`src/rtl/writeback_control_if.sv`:
```
// Register-file write-side bus: MW retirement inputs, multdiv handshake,
// and the single register-file write port.
interface writeback_control_if;
    logic        mw_valid;
    logic [31:0] mw_insn;
    logic [31:0] mw_alu;
    logic [31:0] mw_mem;
    logic [31:0] mw_pc;
    logic        mw_ovf;

    logic        md_start;
    logic [4:0]  md_rd;
    logic        md_isdiv;
    logic        md_ready;
    logic [31:0] md_result;
    logic        md_exception;

    logic        ctrl_writeEnable;
    logic [4:0]  ctrl_writeReg;
    logic [31:0] data_writeReg;
    logic        md_busy;
    logic        wb_hold;

    // Pipeline / multdiv side: presents retiring work, observes the write port
    modport master (
        output mw_valid, mw_insn, mw_alu, mw_mem, mw_pc, mw_ovf,
        output md_start, md_rd, md_isdiv, md_ready, md_result, md_exception,
        input  ctrl_writeEnable, ctrl_writeReg, data_writeReg, md_busy, wb_hold
    );

    // Writeback controller side
    modport slave (
        input  mw_valid, mw_insn, mw_alu, mw_mem, mw_pc, mw_ovf,
        input  md_start, md_rd, md_isdiv, md_ready, md_result, md_exception,
        output ctrl_writeEnable, ctrl_writeReg, data_writeReg, md_busy, wb_hold
    );
endinterface

```
`src/rtl/writeback_control.sv`:
```
// Writeback control: decodes the MW instruction into a register-file write,
// tracks one in-flight multiply/divide, and arbitrates the single write port
// with a one-entry holding buffer for MW writes displaced by multdiv results.
module writeback_control #(
    parameter logic [4:0] RSTATUS = 5'd30,
    parameter logic [4:0] RLINK   = 5'd31
) (
    input  logic                clock,
    input  logic                reset,
    writeback_control_if.slave  bus
);
    typedef enum logic {
        IDLE = 1'b0,
        BUSY = 1'b1
    } state_e;

    localparam logic [4:0] OP_RTYPE = 5'b00000;
    localparam logic [4:0] OP_ADDI  = 5'b00101;
    localparam logic [4:0] OP_LW    = 5'b01000;
    localparam logic [4:0] OP_JAL   = 5'b00011;
    localparam logic [4:0] OP_SETX  = 5'b10101;

    localparam logic [4:0] FN_ADD   = 5'b00000;
    localparam logic [4:0] FN_SUB   = 5'b00001;
    localparam logic [4:0] FN_MUL   = 5'b00110;
    localparam logic [4:0] FN_DIV   = 5'b00111;

    state_e      state_q, state_d;
    logic [4:0]  md_rd_q, md_rd_d;
    logic        md_isdiv_q, md_isdiv_d;
    logic        buf_valid_q, buf_valid_d;
    logic [4:0]  buf_reg_q, buf_reg_d;
    logic [31:0] buf_data_q, buf_data_d;
    logic        we_q, we_d;
    logic [4:0]  wreg_q, wreg_d;
    logic [31:0] wdata_q, wdata_d;

    logic [4:0]  opcode;
    logic [4:0]  aluop;
    logic [4:0]  rd;
    logic        mw_we;
    logic [4:0]  mw_reg;
    logic [31:0] mw_data;
    logic        mw_accept;

    logic        md_done;
    logic        md_we;
    logic [4:0]  md_reg;
    logic [31:0] md_data;

    logic        unused_insn_bits;

    assign opcode           = bus.mw_insn[31:27];
    assign rd               = bus.mw_insn[26:22];
    assign aluop            = bus.mw_insn[6:2];
    assign unused_insn_bits = ^bus.mw_insn[1:0];

    // Decode the MW instruction into at most one register-file write
    always_comb begin
        logic is_exc;
        is_exc  = 1'b0;
        mw_we   = 1'b0;
        mw_reg  = '0;
        mw_data = '0;
        unique case (opcode)
            OP_RTYPE: begin
                if (aluop != FN_MUL && aluop != FN_DIV) begin
                    mw_we = 1'b1;
                    if (bus.mw_ovf && aluop == FN_ADD) begin
                        is_exc  = 1'b1;
                        mw_reg  = RSTATUS;
                        mw_data = 32'd1;
                    end else if (bus.mw_ovf && aluop == FN_SUB) begin
                        is_exc  = 1'b1;
                        mw_reg  = RSTATUS;
                        mw_data = 32'd3;
                    end else begin
                        mw_reg  = rd;
                        mw_data = bus.mw_alu;
                    end
                end
            end
            OP_ADDI: begin
                mw_we = 1'b1;
                if (bus.mw_ovf) begin
                    is_exc  = 1'b1;
                    mw_reg  = RSTATUS;
                    mw_data = 32'd2;
                end else begin
                    mw_reg  = rd;
                    mw_data = bus.mw_alu;
                end
            end
            OP_LW: begin
                mw_we   = 1'b1;
                mw_reg  = rd;
                mw_data = bus.mw_mem;
            end
            OP_JAL: begin
                mw_we   = 1'b1;
                mw_reg  = RLINK;
                mw_data = bus.mw_pc + 32'd1;
            end
            OP_SETX: begin
                mw_we   = 1'b1;
                mw_reg  = RSTATUS;
                mw_data = {5'b0, bus.mw_insn[26:0]};
            end
            default: ;
        endcase
        if (!is_exc && mw_reg == 5'd0) begin
            mw_we = 1'b0;
        end
        if (!bus.mw_valid || !mw_we) begin
            mw_we   = 1'b0;
            mw_reg  = '0;
            mw_data = '0;
        end
    end

    // A new MW write is taken only when the buffer is empty; otherwise it is dropped
    assign mw_accept = mw_we && !buf_valid_q;

    // Multdiv completion: exception code or result to the captured destination
    always_comb begin
        md_done = (state_q == BUSY) && bus.md_ready;
        md_we   = 1'b0;
        md_reg  = '0;
        md_data = '0;
        if (md_done) begin
            if (bus.md_exception) begin
                md_we   = 1'b1;
                md_reg  = RSTATUS;
                md_data = md_isdiv_q ? 32'd5 : 32'd4;
            end else if (md_rd_q != 5'd0) begin
                md_we   = 1'b1;
                md_reg  = md_rd_q;
                md_data = bus.md_result;
            end
        end
    end

    // Multdiv tracking FSM; a start coinciding with completion recaptures
    always_comb begin
        state_d    = state_q;
        md_rd_d    = md_rd_q;
        md_isdiv_d = md_isdiv_q;
        unique case (state_q)
            IDLE: begin
                if (bus.md_start) begin
                    state_d    = BUSY;
                    md_rd_d    = bus.md_rd;
                    md_isdiv_d = bus.md_isdiv;
                end
            end
            BUSY: begin
                if (bus.md_ready) begin
                    if (bus.md_start) begin
                        md_rd_d    = bus.md_rd;
                        md_isdiv_d = bus.md_isdiv;
                    end else begin
                        state_d = IDLE;
                    end
                end
            end
            default: state_d = IDLE;
        endcase
    end

    // Write-port arbitration: multdiv completion, then buffer, then new MW write
    always_comb begin
        we_d        = 1'b0;
        wreg_d      = '0;
        wdata_d     = '0;
        buf_valid_d = buf_valid_q;
        buf_reg_d   = buf_reg_q;
        buf_data_d  = buf_data_q;
        if (md_done) begin
            // The completion owns the port even when its write is suppressed
            we_d    = md_we;
            wreg_d  = md_reg;
            wdata_d = md_data;
            if (mw_accept) begin
                buf_valid_d = 1'b1;
                buf_reg_d   = mw_reg;
                buf_data_d  = mw_data;
            end
        end else if (buf_valid_q) begin
            we_d        = 1'b1;
            wreg_d      = buf_reg_q;
            wdata_d     = buf_data_q;
            buf_valid_d = 1'b0;
        end else if (mw_accept) begin
            we_d    = 1'b1;
            wreg_d  = mw_reg;
            wdata_d = mw_data;
        end
    end

    // State and output registers with synchronous reset
    always_ff @(posedge clock) begin
        if (reset) begin
            state_q     <= IDLE;
            md_rd_q     <= '0;
            md_isdiv_q  <= 1'b0;
            buf_valid_q <= 1'b0;
            buf_reg_q   <= '0;
            buf_data_q  <= '0;
            we_q        <= 1'b0;
            wreg_q      <= '0;
            wdata_q     <= '0;
        end else begin
            state_q     <= state_d;
            md_rd_q     <= md_rd_d;
            md_isdiv_q  <= md_isdiv_d;
            buf_valid_q <= buf_valid_d;
            buf_reg_q   <= buf_reg_d;
            buf_data_q  <= buf_data_d;
            we_q        <= we_d;
            wreg_q      <= wreg_d;
            wdata_q     <= wdata_d;
        end
    end

    assign bus.ctrl_writeEnable = we_q;
    assign bus.ctrl_writeReg    = wreg_q;
    assign bus.data_writeReg    = wdata_q;
    assign bus.md_busy          = (state_q == BUSY);
    assign bus.wb_hold          = buf_valid_q;

endmodule

```
`src/flat_wrapper.sv`:
```
// flat-port wrapper written by rule: the top's interface ports become plain ports
module writeback_control_flat 
#(
    parameter logic [4:0] RSTATUS = 5'd30,
    parameter logic [4:0] RLINK   = 5'd31
)
  (clock, reset, bus_mw_valid, bus_mw_insn, bus_mw_alu, bus_mw_mem, bus_mw_pc, bus_mw_ovf, bus_md_start, bus_md_rd, bus_md_isdiv, bus_md_ready, bus_md_result, bus_md_exception, bus_ctrl_writeEnable, bus_ctrl_writeReg, bus_data_writeReg, bus_md_busy, bus_wb_hold);
  writeback_control_if bus_i ();
  input  logic clock;
  input  logic reset;
  input wire logic [$bits(bus_i.mw_valid)-1:0] bus_mw_valid;
  input wire logic [$bits(bus_i.mw_insn)-1:0] bus_mw_insn;
  input wire logic [$bits(bus_i.mw_alu)-1:0] bus_mw_alu;
  input wire logic [$bits(bus_i.mw_mem)-1:0] bus_mw_mem;
  input wire logic [$bits(bus_i.mw_pc)-1:0] bus_mw_pc;
  input wire logic [$bits(bus_i.mw_ovf)-1:0] bus_mw_ovf;
  input wire logic [$bits(bus_i.md_start)-1:0] bus_md_start;
  input wire logic [$bits(bus_i.md_rd)-1:0] bus_md_rd;
  input wire logic [$bits(bus_i.md_isdiv)-1:0] bus_md_isdiv;
  input wire logic [$bits(bus_i.md_ready)-1:0] bus_md_ready;
  input wire logic [$bits(bus_i.md_result)-1:0] bus_md_result;
  input wire logic [$bits(bus_i.md_exception)-1:0] bus_md_exception;
  output wire logic [$bits(bus_i.ctrl_writeEnable)-1:0] bus_ctrl_writeEnable;
  output wire logic [$bits(bus_i.ctrl_writeReg)-1:0] bus_ctrl_writeReg;
  output wire logic [$bits(bus_i.data_writeReg)-1:0] bus_data_writeReg;
  output wire logic [$bits(bus_i.md_busy)-1:0] bus_md_busy;
  output wire logic [$bits(bus_i.wb_hold)-1:0] bus_wb_hold;
  assign bus_i.mw_valid = bus_mw_valid;
  assign bus_i.mw_insn = bus_mw_insn;
  assign bus_i.mw_alu = bus_mw_alu;
  assign bus_i.mw_mem = bus_mw_mem;
  assign bus_i.mw_pc = bus_mw_pc;
  assign bus_i.mw_ovf = bus_mw_ovf;
  assign bus_i.md_start = bus_md_start;
  assign bus_i.md_rd = bus_md_rd;
  assign bus_i.md_isdiv = bus_md_isdiv;
  assign bus_i.md_ready = bus_md_ready;
  assign bus_i.md_result = bus_md_result;
  assign bus_i.md_exception = bus_md_exception;
  assign bus_ctrl_writeEnable = bus_i.ctrl_writeEnable;
  assign bus_ctrl_writeReg = bus_i.ctrl_writeReg;
  assign bus_data_writeReg = bus_i.data_writeReg;
  assign bus_md_busy = bus_i.md_busy;
  assign bus_wb_hold = bus_i.wb_hold;
  writeback_control #(.RSTATUS(RSTATUS), .RLINK(RLINK)) u_core (.clock(clock), .reset(reset), .bus(bus_i));
endmodule
```
`config.mk`:
```
export PLATFORM = sky130hd
export DESIGN_NAME = writeback_control_flat
export DESIGN_NICKNAME = d
export VERILOG_FILES = /design/src/rtl/writeback_control_if.sv /design/src/rtl/writeback_control.sv /design/src/flat_wrapper.sv
export SDC_FILE = /design/constraint.sdc
export NUM_CORES = 1
export LEC_CHECK = 0
export ABC_CLOCK_PERIOD_IN_PS = 4300
export CORE_UTILIZATION = 47
export DETAILED_ROUTE_END_ITERATION = 16
export PLACE_DENSITY = 0.87
export REMOVE_ABC_BUFFERS = 1
export SLEW_MARGIN = 20
export SYNTH_ARGS = -nofsm -noshare
export SYNTH_HDL_FRONTEND = slang
export SYNTH_SLANG_ARGS = --single-unit
```
`constraint.sdc`:
```
create_clock -name clock -period 4.3 [get_ports clock]
set_input_delay 1.075 -clock clock [delete_from_list [all_inputs] [get_ports clock]]
set_output_delay 1.075 -clock clock [all_outputs]
set_load 0.005 [all_outputs]
```
# Word-level counts from Yosys, hierarchy flattened
# Index checks and enable logic that the tools add are counted.
# totals
ff_bits,83
inputBits,173
elab_cells,84
# classes
addsub,1
eq_ne,8
n_mux,46
n_bitwise,2
n_reduce_logical,18
# ops
cell,n
32-bit 2-to-1 mux,10
32-bit case mux with 5 select lines,1
5-bit 2-to-1 mux,12
32-bit by 1-bit adder with 32-bit output (second input constant),1
5-bit case mux with 5 select lines,1
1-bit 2-to-1 mux,17
5-bit zero test,3
5-bit by 3-bit inequality test with 1-bit output (second input constant),2
5-bit case mux with 2 select lines,1
1-bit case mux with 2 select lines,4
1-bit logical AND,6
5-bit by 1-bit == test with 1-bit output (second input constant),1
5-bit by 2-bit == test with 1-bit output (second input constant),1
5-bit by 3-bit == test with 1-bit output (second input constant),1
5-bit by 4-bit == test with 1-bit output (second input constant),1
5-bit == test (second input constant),1
5-bit nonzero test,1
1-bit zero test,4
4-bit OR reduction,1
2-bit inequality test (second input constant),1
1-bit inverter,2
2-bit AND reduction,1
2-bit OR reduction,1
1-bit logical OR,1

# Longest topological paths before layout
# Gate-level depths: netlist of run 1.
# depth
ltp_word,16
mapped_depth,9
mapped_depth_nobuf,7

# Worst setup path after synthesis of run 1
# No wires, ideal clock.
# synth_timing
path_kind,input port to flip-flop
start,input port bus_mw_insn[27]
end,register u_core.buf_data_q[11]
setup_ps,132
t_arrival_ps,2666
required_ps,4168
setup_slack_ps,1502
cell_stages,9
n_path_buf,3
path_cell_list,buf_2 > nand2b_1 > or2_2 > a311oi_2 > nand2_1 > buf_2 > clkbuf_1 > nor3_1 > nor3_1
# synth_via
elab_chain_len,10
# synth_rtl
item,line,text
from (decl),flat_wrapper.sv:12,input wire logic [$bits(bus_i.mw_insn)-1:0] bus_mw_insn;
5-bit == test (tied with other cells),writeback_control.sv:65,unique case (opcode)
5-bit case mux with 5 select lines or 1-bit case mux with 2 select lines (tied branches),writeback_control.sv:65,
5-bit zero test or 1-bit zero test (tied branches),writeback_control.sv:111,if (!is_exc && mw_reg == 5'd0) begin
1-bit logical AND,writeback_control.sv:111,
1-bit 2-to-1 mux,writeback_control.sv:111,
1-bit zero test,writeback_control.sv:114,if (!bus.mw_valid || !mw_we) begin
1-bit logical OR,writeback_control.sv:114,
1-bit 2-to-1 mux,writeback_control.sv:114,
1-bit logical AND,writeback_control.sv:122,assign mw_accept = mw_we && !buf_valid_q;
2-bit AND reduction (no line),-,
to (signal assigned),writeback_control.sv:218,buf_data_q <= buf_data_d;
to (decl),writeback_control.sv:33,"logic [31:0] buf_data_q, buf_data_d;"
# Several ways; a longest one is shown, not always the timed one.
# A chain may end at the register's enable or synchronous reset.

# Worst setup path after layout of run 1
# layout_timing
start,input port bus_mw_insn[28]
end,"register u_core.wdata_q[29], in the netlist u_core.bus.data_writeReg[29]"
# layout_via
elab_chain_len,12
# layout_rtl
item,line,text
5-bit == test (tied with other cells),writeback_control.sv:65,
5-bit case mux with 5 select lines or 1-bit case mux with 2 select lines (tied branches),writeback_control.sv:65,
5-bit zero test or 1-bit zero test (tied branches),writeback_control.sv:111,
1-bit logical AND,writeback_control.sv:111,
1-bit 2-to-1 mux,writeback_control.sv:111,
1-bit zero test,writeback_control.sv:114,
1-bit logical OR,writeback_control.sv:114,
1-bit 2-to-1 mux,writeback_control.sv:114,
1-bit logical AND,writeback_control.sv:122,
32-bit 2-to-1 mux *,writeback_control.sv:193,end else if (mw_accept) begin
32-bit 2-to-1 mux *,writeback_control.sv:188,end else if (buf_valid_q) begin
32-bit 2-to-1 mux *,writeback_control.sv:178,if (md_done) begin
to (signal assigned),writeback_control.sv:221,wdata_q <= wdata_d;
to (decl),writeback_control.sv:36,"logic [31:0] wdata_q, wdata_d;"
# Mark *: on every way between the ends. The rest lies on a longest branch, timed or not.

==> results of run 1 <==
area by class of cell:
| cell class | instances | area share |
|---|---|---|
| Multi-Input combinational cell | 496 | 0.417 |
| Tap cell | 136 | 0.0226 |
| Inverter | 12 | 0.00597 |
| Sequential cell | 83 | 0.220 |
| Clock buffer | 11 | 0.0187 |
| Timing Repair Buffer | 237 | 0.307 |
| Clock inverter | 5 | 0.00813 |
per-layer routing:
metal | routed length, um | GRT usage | vias up
met1 | 8430 | 0.481 | 2971
met4 | 766 | 0.155 | 0
met3 | 2110 | 0.0681 | 74
met2 | 10100 | 0.635 | 447
li1 | - | - | 2865
met5 | 0 | 0 | -
power by group:
| part | internal [mW] | leakage [nW] | total [mW] | switching, mW |
|---|---|---|---|---|
| clock | 0.287 | 0.0922 | 0.593 | 0.306 |
| sequential | 0.785 | 0.673 | 0.793 | 0.00788 |
| combinational | 0.229 | 1.79 | 0.427 | 0.198 |
| total | 1.30 | 2.56 | 1.81 | 0.512 |
sequential cells by signal, indices dropped and copies added, names as in the netlist:
signal,cells
u_core.buf_data_q,32
u_core.buf_reg_q,5
u_core.bus.ctrl_writeEnable,1
u_core.bus.ctrl_writeReg,5
u_core.bus.data_writeReg,32
u_core.bus.md_busy,1
u_core.bus.wb_hold,1
u_core.md_isdiv_q,1
u_core.md_rd_q,5
final timing paths:
| kind | from | endpoint | slack (ps) | depth (start not counted) |
|---|---|---|---|---|
| worst max-delay path | bus_mw_insn[28] | u_core.bus.data_writeReg[29] | 750 | 7 |
| worst min-delay path | u_core.buf_reg_q[0] | u_core.buf_reg_q[0] | 500 | 2 |
| worst max register to register | u_core.md_rd_q[0] | u_core.bus.data_writeReg[29] | 2100 | 7 |
| worst min register to register | u_core.buf_reg_q[0] | u_core.buf_reg_q[0] | 500 | 2 |
worst register-to-register path: stages (launching register included):
cell and delay, ps:
dfxtp_1 380, or4_1 180, nor2_1 90, nor3_2 580, buf_4 350, a21oi_1 110, or2_2 340, o31ai_1 80
logic make-up (layout without fill, tap and decap cells):
kind of cell	Yosys count	in the layout
AOI/OAI and AO/OA	261	261
xor gates and xnor gates	25	25
DFF	83	83
buffers and inverters	66	265
and+or+nand+nor	201	201
muxes	8	8
adders and majority gates	1	1
synth_stat cells (6+ instances only):
cell and count:
a22o_1 21, dfxtp_1 83, a221o_1 10, nand2_1 19, nor4_1 6, xor2_1 9, nor2_1 24, buf_2 15
a211oi_1 20, xnor2_1 16, and2_1 6, o21ai_0 9, a21oi_1 130, nor3_1 46, or2_2 16, clkbuf_1 30
or3_1 6, inv_1 12, buf_4 7, mux2i_1 8, a221oi_1 17, o31ai_1 20, nand4_1 18, nand3_1 31
metrics by stage:
stage               total power, mW  std cells  worst slack [ps]  area, um2
floorplan                     0.945        591               336       4830
CTS                            1.81        980               835       7540
finish                         1.81        980               748       7540
global placement               1.22        964               516       7340
detailed placement             1.23        964               467       7340
global route                   1.88        980               574       7540
==> metrics.yaml, run 1 <==
floorplan:
  core.rowCount: 37
  initial_core_util: 0.488
  coreArea_um2: 10400
  die_w_um: 106
  floorplan.die.height_um: 106
  die-area_um2: 11200
  io_pins: 213
clocking:
  clock_tree.buffer_depth: 2
  post_cts_resized: 0
  cts_clk_pin_slew_worst_paths_ps: 90
  cts_inserted_buffers: 9
  worstSkewPairLatency_ps: 360
  cts_root_buf: "clkbuf_8"
  cts_tree: "built"
  cts.sink_count: 83
  cts_setup_buffers: 0
  cts_hold_buf: 0
  cts.htree.levels: 3
finish:
  post_layout_util: 0.724
  layout_cells_sized_above_1: 0.0853
  fill_cells: 823
  syn_to_final_growth_pct: 48.3
  antenna-diode-count: 0
  fin_nets: 1013
  most-common-layout-cells: "clkdlybuf4s50_1 (211), a21oi_1 (130), dfxtp_1 (83)"
  area.sequential_um2: 1660
  layout_commonest_cell: "clkdlybuf4s50_1"
  multi_input_area_um2: 3140
critical_path:
  setup.worst_path.end_class: "register"
  critical_path.max_stage_delay_ps: 690
  critPathKind: "input pin to register"
  crit_path_slowest_cell: "o21ai_2"
  worstPathCellList: "clkdlybuf4s50_1, nor3_1, nand3b_1, o21ai_2, buf_4, a222oi_1, o31ai_1"
  worst_ep_arrival_time_ps: 3820
  timing.critical_path.max_delay_family: "compound AO/OA/AOI/OAI gates"
  worst-path-buf-inv: 2
  crit_path_start_kind: "input pin"
  required_ps: 4570
  critical_path_peak_fanout: 14
synth:
  edff_count_synth: 0
  postSynthRegisterBits: 83
  synth_adder_area_share: 0.00246
  netlist_area_um2: 5080
  post_synth_inst_count: 645
  postSynthAreaPerCell_um2: 7.88
  synth-async-reset-ratio: 0
  synth.distinct_cells: 60
  synth.largest_area_cell: "dfxtp_1"
  post_synthesis_mux_area_share: 0.0158
  yosys.area_share.simple: 0.217
  dominant_combinational_cell_family_by_area_after_synthesis: "compound AO/OA/AOI/OAI gates"
  synth_ff_type: "dfxtp_1"
  synth.top_cell.area_share: 0.327
  synthXorXnorAreaFrac: 0.0431
  synth-compound-area-share: 0.335
  yosys-top-cells-area: "dfxtp_1 (33%), a21oi_1 (13%), nor3_1 (4.5%)"
  yosysWarnings: 0
  register_area_share_after_synthesis: 0.327
sta:
  period_share: 0.826
  setup_repair_after_global_routing_missed_its_margin: "false"
  finalSetupTns_ps: 0
  timing.max_slew.rel_slack: 0.338
  max_clock_freq_ghz: 0.282
  count_of_endpoints_failing_hold_in_the_final_timing_report: 0
  final.min_clock_period_ps: 3550
  clock-skew-final_ps: 14.1
  holdWs_ps: 497
  timing_max_transition_violations_final: 0
  max_slew.worst_pin.slew_ps: 991
  setup_viol: 0
detailed_routing:
  routed_wire_length_per_instance_um: 21.8
  antenna_violating_nets_post_route: 0
  routed_via_density: 6.49
  vias: 6357
  total_wire_length_after_detailed_routing_um: 21400
  post_route_drc: 0
  drt_iter0_drc: 604
  detail_route.first_pass.iterations: 5
grt:
  grt_start_max_net_pins: 40
  gr-usage-all-layers: 0.379
  grt_antenna_before_repair: 0
  grt_overflow_total: 0
  grt_pass1_vias: 6203
  grt_pass1_wl_um: 33200
pwr:
  power_leakage_nw: 2.56
  max_rail_drop_vdd_mv: 0.195
  power.density_cell_area_nw_per_um2: 240
job:
  max_cap_viol_count: 0
worst_hold_path:
  min_path_type: "register to register"
place:
  detailed_place_hpwl_um: 16000
  io_buffers: 212
  gpl.final_weighted_congestion: 0.979
status:
  run_status: "finished, final reports clean"
No activity file was read; power rests on OpenSTA's default activity.
==> run 2, diff against run 1 <==
--- a/config.mk
+++ b/config.mk
@@ -5,10 +5,10 @@
 export SDC_FILE = /design/constraint.sdc
 export NUM_CORES = 1
 export LEC_CHECK = 0
-export ABC_CLOCK_PERIOD_IN_PS = 4300
-export CORE_UTILIZATION = 47
+export ABC_CLOCK_PERIOD_IN_PS = 3100
+export CORE_UTILIZATION = 39
 export DETAILED_ROUTE_END_ITERATION = 16
-export PLACE_DENSITY = 0.87
+export PLACE_DENSITY = 0.77
 export REMOVE_ABC_BUFFERS = 1
 export SLEW_MARGIN = 20
 export SYNTH_ARGS = -nofsm -noshare
==> constraint.sdc (replaced) <==
create_clock -name clock -period 3.1 [get_ports clock]
set_input_delay 0.775 -clock clock [delete_from_list [all_inputs] [get_ports clock]]
set_output_delay 0.775 -clock clock [all_outputs]
set_load 0.005 [all_outputs]
==> run 2 against run 1 <==
Cell count grew 9.9%. Clock skew is 2.9 ps lower. Sequential share of layout area shrank 2.0 points. Combinational power is 52% higher. Setup slack lost 660 ps. Clock-buffer cell count fell by 1. Register-to-register slack got worse by 1000 ps. Routed wire length is 4.2% higher.
==> metrics.yaml, run 2 (synthesis gave the netlist of run 1 again) <==
critical_path:
  critical_path.reg2reg.startpoint: "u_core.md_rd_q[0]"
  critical_path_peak_fanout: 7
  critPathKind: "input pin to register"
  setup.worst_path.end_class: "register"
  cp-startpoint: "bus_mw_insn[3]"
  crit_path_start_kind: "input pin"
  worst_ep_arrival_time_ps: 3220
  required_ps: 3310
pwr:
  power.density_cell_area_nw_per_um2: 359
  max_rail_drop_vdd_mv: 0.305
  p_seq_frac: 0.369
  power_frac_comb: 0.218
  design_power_total_mw: 2.98
  power_report.internal_total_mw: 2.19
  power_switching_mw: 0.790
  power_switching_share: 0.265
  clock_power_share: 0.413
  power_leakage_nw: 2.95
sta:
  timing_max_transition_violations_final: 0
  max_clock_freq_ghz: 0.333
  clock-skew-final_ps: 11.1
  setup_repair_after_global_routing_missed_its_margin: "false"
  period_share: 0.970
  count_of_endpoints_failing_hold_in_the_final_timing_report: 0
  finalSetupTns_ps: 0
  max_slew.worst_pin.slew_ps: 641
  timing.max_slew.rel_slack: 0.570
  final.min_clock_period_ps: 3010
  setup_viol: 0
detailed_routing:
  routed_via_density: 6.02
  post_route_drc: 0
  drt_iter0_drc: 602
  total_wire_length_after_detailed_routing_um: 22300
  routed_wire_length_per_instance_um: 20.7
  vias: 6482
  detail_route.first_pass.iterations: 5
  antenna_violating_nets_post_route: 0
grt:
  grt_pass1_wl_um: 33600
  grt_overflow_total: 0
  grt_start_max_net_pins: 40
  gr-usage-all-layers: 0.329
  grt_antenna_before_repair: 0
  grt_pass1_vias: 6340
clocking:
  cts_setup_buffers: 0
  worstSkewPairLatency_ps: 350
  cts_root_buf: "clkbuf_16"
  cts_hold_buf: 0
  cts_tree: "built"
  post_cts_resized: 0
  clock_tree.buffer_depth: 2
  cts.sink_count: 83
  cts_clk_pin_slew_worst_paths_ps: 70
  cts.htree.levels: 3
  cts_inserted_buffers: 9
finish:
  antenna-diode-count: 0
  layout_commonest_cell: "clkdlybuf4s50_1"
  syn_to_final_growth_pct: 63.3
  most-common-layout-cells: "clkdlybuf4s50_1 (211), a21oi_1 (130), dfxtp_1 (83)"
  post_layout_util: 0.655
  fin_cells: 1077
  fin_nets: 1074
  layout_cells_sized_above_1: 0.148
worst_hold_path:
  hold_start: "u_core.buf_reg_q[0]"
  min_path_type: "register to register"
floorplan:
  die-area_um2: 13500
  die_w_um: 116
  initial_core_util: 0.401
  floorplan.die.height_um: 116
  core.rowCount: 41
  io_pins: 213
  coreArea_um2: 12700
job:
  max_cap_viol_count: 0
place:
  io_buffers: 212
  placedCellCount: 1061
  detailed_place_hpwl_um: 16900
  gpl.final_weighted_congestion: 0.928
status:
  run_status: "finished, final reports clean"
==> run 2: cell count changes in the layout (fill, tap and decap cells not counted) <==
cell / previous run / this run
buf_12: 1 / 11
buf_4: 24 / 75
bufinv_16: 1 / 2
clkbuf_1: 1 / 0
clkbuf_16: 0 / 9
clkbuf_8: 10 / 1
clkinv_4: 0 / 1
clkinvlp_4: 3 / 1
inv_8: 0 / 1
==> run 2: stage by stage <==
stage | cell area, um2 | hold WS, ps | worst slack (ps)
after global placement | 7970 | 468 | -139
after floorplan | 4830 | 452 | -564
after detailed placement | 7970 | 482 | -161
after global routing | 8300 | 533 | 23.5
final | 8300 | 499 | 92.9
after CTS | 8300 | 495 | 188
==> run 2: layout make-up <==
type / instances / area, um2
fill: 1066 / 4370
multi-input combinational: 496 / 3140
timing repair buffer: 298 / 2900
sequential: 83 / 1660
clock buffer: 10 / 239
tap: 172 / 215
clock inverter: 6 / 96.3
inverter: 12 / 45.0
==> run 2: worst max-delay path, cell delays in order <==
cell and delay (ps):
clkdlybuf4s50_1 470, nor4_2 390, buf_4 200, and2_1 150, buf_4 120, o21ai_2 150
buf_4 210, a221oi_1 500, buf_4 210, a211oi_1 60
==> run 2: path summary, 6_finish.rpt <==
check	endpoint	slack (ps)	depth (start not counted)
worst max-delay path	u_core.buf_data_q[13]	90	10
worst min-delay path	u_core.buf_reg_q[0]	500	2
worst max register to register	u_core.bus.data_writeReg[25]	1090	7
worst min register to register	u_core.buf_reg_q[0]	500	2
==> run 2: layer usage <==
metal | GRT usage | wire length [um]
met3 | 0.0493 | 2050
met1 | 0.413 | 9220
met2 | 0.554 | 10300
met5 | 0 | 0
met4 | 0.160 | 760
==> run 2: power groups by stage <==
| stage | sequential, mW | combinational, mW | clock (mW) |
|---|---|---|---|
| 6_report | 1.10 | 0.649 | 1.23 |
| 5_1_grt | 1.10 | 0.691 | 1.29 |
| 4_1_cts | 1.10 | 0.642 | 1.23 |
| 3_5_place_dp | 1.13 | 0.638 | 0 |
| 3_3_place_gp | 1.12 | 0.633 | 0 |
| 2_1_floorplan | 1.13 | 0.186 | 0 |
==> run 3, diff against run 2 <==
--- a/config.mk
+++ b/config.mk
@@ -5,10 +5,10 @@
 export SDC_FILE = /design/constraint.sdc
 export NUM_CORES = 1
 export LEC_CHECK = 0
-export ABC_CLOCK_PERIOD_IN_PS = 3100
-export CORE_UTILIZATION = 39
+export ABC_CLOCK_PERIOD_IN_PS = 3300
+export CORE_UTILIZATION = 44
 export DETAILED_ROUTE_END_ITERATION = 16
-export PLACE_DENSITY = 0.77
+export PLACE_DENSITY = 0.82
 export REMOVE_ABC_BUFFERS = 1
 export SLEW_MARGIN = 20
 export SYNTH_ARGS = -nofsm -noshare
==> constraint.sdc (replaced) <==
create_clock -name clock -period 3.3 [get_ports clock]
set_input_delay 0.825 -clock clock [delete_from_list [all_inputs] [get_ports clock]]
set_output_delay 0.825 -clock clock [all_outputs]
set_load 0.005 [all_outputs]
==> run 3 against run 2 <==
Sequential power shrank 6%. Non-clock buffer count down 20. Setup slack gained 210 ps. Clock skew down 3.9 ps. Final area decreased by 2.5%. Combinational power is 9.2% lower. Sequential share of layout area grew 0.52 points. Clock power about the same. Cell count shrank 4.8%. Largest cell class unchanged. Register-to-register slack better by 140 ps.
==> metrics.yaml, run 3 (synthesis gave the netlist of run 1 again) <==
status:
  run_status: "finished, final reports clean"
pwr:
  max_rail_drop_vdd_mv: 0.283
  power_switching_mw: 0.710
  power_switching_share: 0.247
  design_power_total_mw: 2.88
  p_seq_frac: 0.359
  power_report.internal_total_mw: 2.17
  power.density_cell_area_nw_per_um2: 356
  power_frac_comb: 0.204
  power_leakage_nw: 2.86
  clock_power_share: 0.437
finish:
  multi_input_area_um2: 3140
  design_area_um2: 8090
  layout_commonest_cell: "clkdlybuf4s50_1"
  fin_cells: 1025
  layout_cells_sized_above_1: 0.128
  antenna-diode-count: 0
  syn_to_final_growth_pct: 59.2
  fill_cells: 833
  most-common-layout-cells: "clkdlybuf4s50_1 (211), a21oi_1 (130), dfxtp_1 (83)"
  post_layout_util: 0.734
  area.sequential_um2: 1660
  fin_nets: 1054
clocking:
  post_cts_resized: 0
  cts.sink_count: 83
  cts_hold_buf: 0
  cts_inserted_buffers: 9
  cts_clk_pin_slew_worst_paths_ps: 60
  cts_root_buf: "clkbuf_16"
  cts_tree: "built"
  worstSkewPairLatency_ps: 350
  cts.htree.levels: 3
  clock_tree.buffer_depth: 2
  cts_setup_buffers: 0
place:
  placedCellCount: 1009
  gpl.final_weighted_congestion: 0.967
  preCtsSetupSlack_ps: -8.78
  detailed_place_hpwl_um: 16500
  detailed_place.area_um2: 7730
  io_buffers: 212
grt:
  grt_overflow_total: 0
  gr-usage-met1: 0.430
  grt_pass1_vias: 6228
  global_route.usage.met3: 0.0628
  grt_antenna_before_repair: 0
  grtUsageMet2: 0.615
  top_usage_layer: "met2"
  gr-usage-all-layers: 0.358
  grt_pass1_wl_um: 32300
  grt_start_max_net_pins: 40
floorplan:
  io_pins: 213
  die_w_um: 109
  initial_core_util: 0.461
  coreArea_um2: 11000
  core.rowCount: 38
  die-area_um2: 12000
  floorplan.die.height_um: 109
critical_path:
  critPathKind: "input pin to register"
  crit_path_start_kind: "input pin"
  crit_path_slowest_cell: "clkdlybuf4s50_1"
  timing.critical_path.max_delay_family: "compound AO/OA/AOI/OAI gates"
  worstPathCellList: "clkdlybuf4s50_1, nor3_1, nand3b_1, o211ai_1, a221o_2, nand2_1, buf_12, o31ai_1"
  setup.worst_path.end_class: "register"
  worst_ep_arrival_time_ps: 3220
  critical_path_peak_fanout: 16
  worst-path-buf-inv: 2
  critical_path.max_stage_delay_ps: 560
  required_ps: 3520
worst_hold_path:
  min_path_type: "register to register"
detailed_routing:
  detail_route.first_pass.iterations: 7
  drt_iter0_drc: 505
  antenna_violating_nets_post_route: 0
  vias: 6462
  routed_via_density: 6.30
  total_wire_length_after_detailed_routing_um: 21700
  post_route_drc: 0
  routed_wire_length_per_instance_um: 21.2
sta:
  period_share: 0.908
  max_clock_freq_ghz: 0.334
  timing.max_slew.rel_slack: 0.561
  setup_viol: 0
  clock-skew-final_ps: 7.21
  count_of_endpoints_failing_hold_in_the_final_timing_report: 0
  timing_max_transition_violations_final: 0
  max_slew.worst_pin.slew_ps: 654
  finalSetupTns_ps: 0
  final.min_clock_period_ps: 3000
  postLayoutSetupSlackWorst_ps: 305
  setup_repair_after_global_routing_missed_its_margin: "false"
  holdWs_ps: 506
job:
  max_cap_viol_count: 0
==> run 3: cell types whose count changed in the layout (fill, tap and decap cells not counted) <==
| cell | previous run | this run |
|---|---|---|
| buf_4 | 75 | 59 |
| buf_12 | 11 | 7 |
| bufinv_16 | 2 | 4 |
| clkbuf_1 | 0 | 1 |
| clkbuf_8 | 1 | 0 |
| clkinv_4 | 1 | 2 |
| clkinvlp_4 | 1 | 0 |
| inv_6 | 1 | 0 |
| inv_8 | 1 | 0 |
==> run 3: area by class of cell <==
class                      instances  share of cell area
clock buffer                      10              0.0283
clock inverter                     6              0.0170
inverter                          12             0.00557
multi-input combinational        496               0.389
sequential                        83               0.205
tap                              140              0.0216
timing repair buffer             278               0.334
==> run 3: final timing paths <==
| path | start | endpoint | slack (ps) | cells after the start |
|---|---|---|---|---|
| setup / recovery | bus_mw_insn[28] | u_core.bus.data_writeReg[23] | 300 | 8 |
| hold / removal | u_core.buf_reg_q[0] | u_core.buf_reg_q[0] | 510 | 2 |
| setup reg to reg | u_core.md_rd_q[0] | u_core.bus.data_writeReg[23] | 1230 | 7 |
| hold reg to reg | u_core.buf_reg_q[0] | u_core.buf_reg_q[0] | 510 | 2 |
==> run 3: power by group through the flow <==
stage / registers [mW] / clock network, mW / logic (mW)
after floorplan: 1.06 / 0 / 0.175
after global placement: 1.05 / 0 / 0.571
after detailed placement: 1.06 / 0 / 0.577
after CTS: 1.03 / 1.26 / 0.582
after global routing: 1.03 / 1.29 / 0.626
final: 1.03 / 1.26 / 0.589
==> run 3: worst reg2reg max path: cells and delay by family, from the launching register on <==
family	cells	cell delay [ps]
AND/OR/NAND/NOR	4	1040
AO/OA/AOI/OAI	2	370
flip-flops	1	320
buffers and inverters	1	220
==> run 3: metal layers <==
metal  share of wire  routed length, um
met5               0                  0
met4           0.038                832
met3            0.11               2320
met2            0.47              10200
met1            0.38               8320
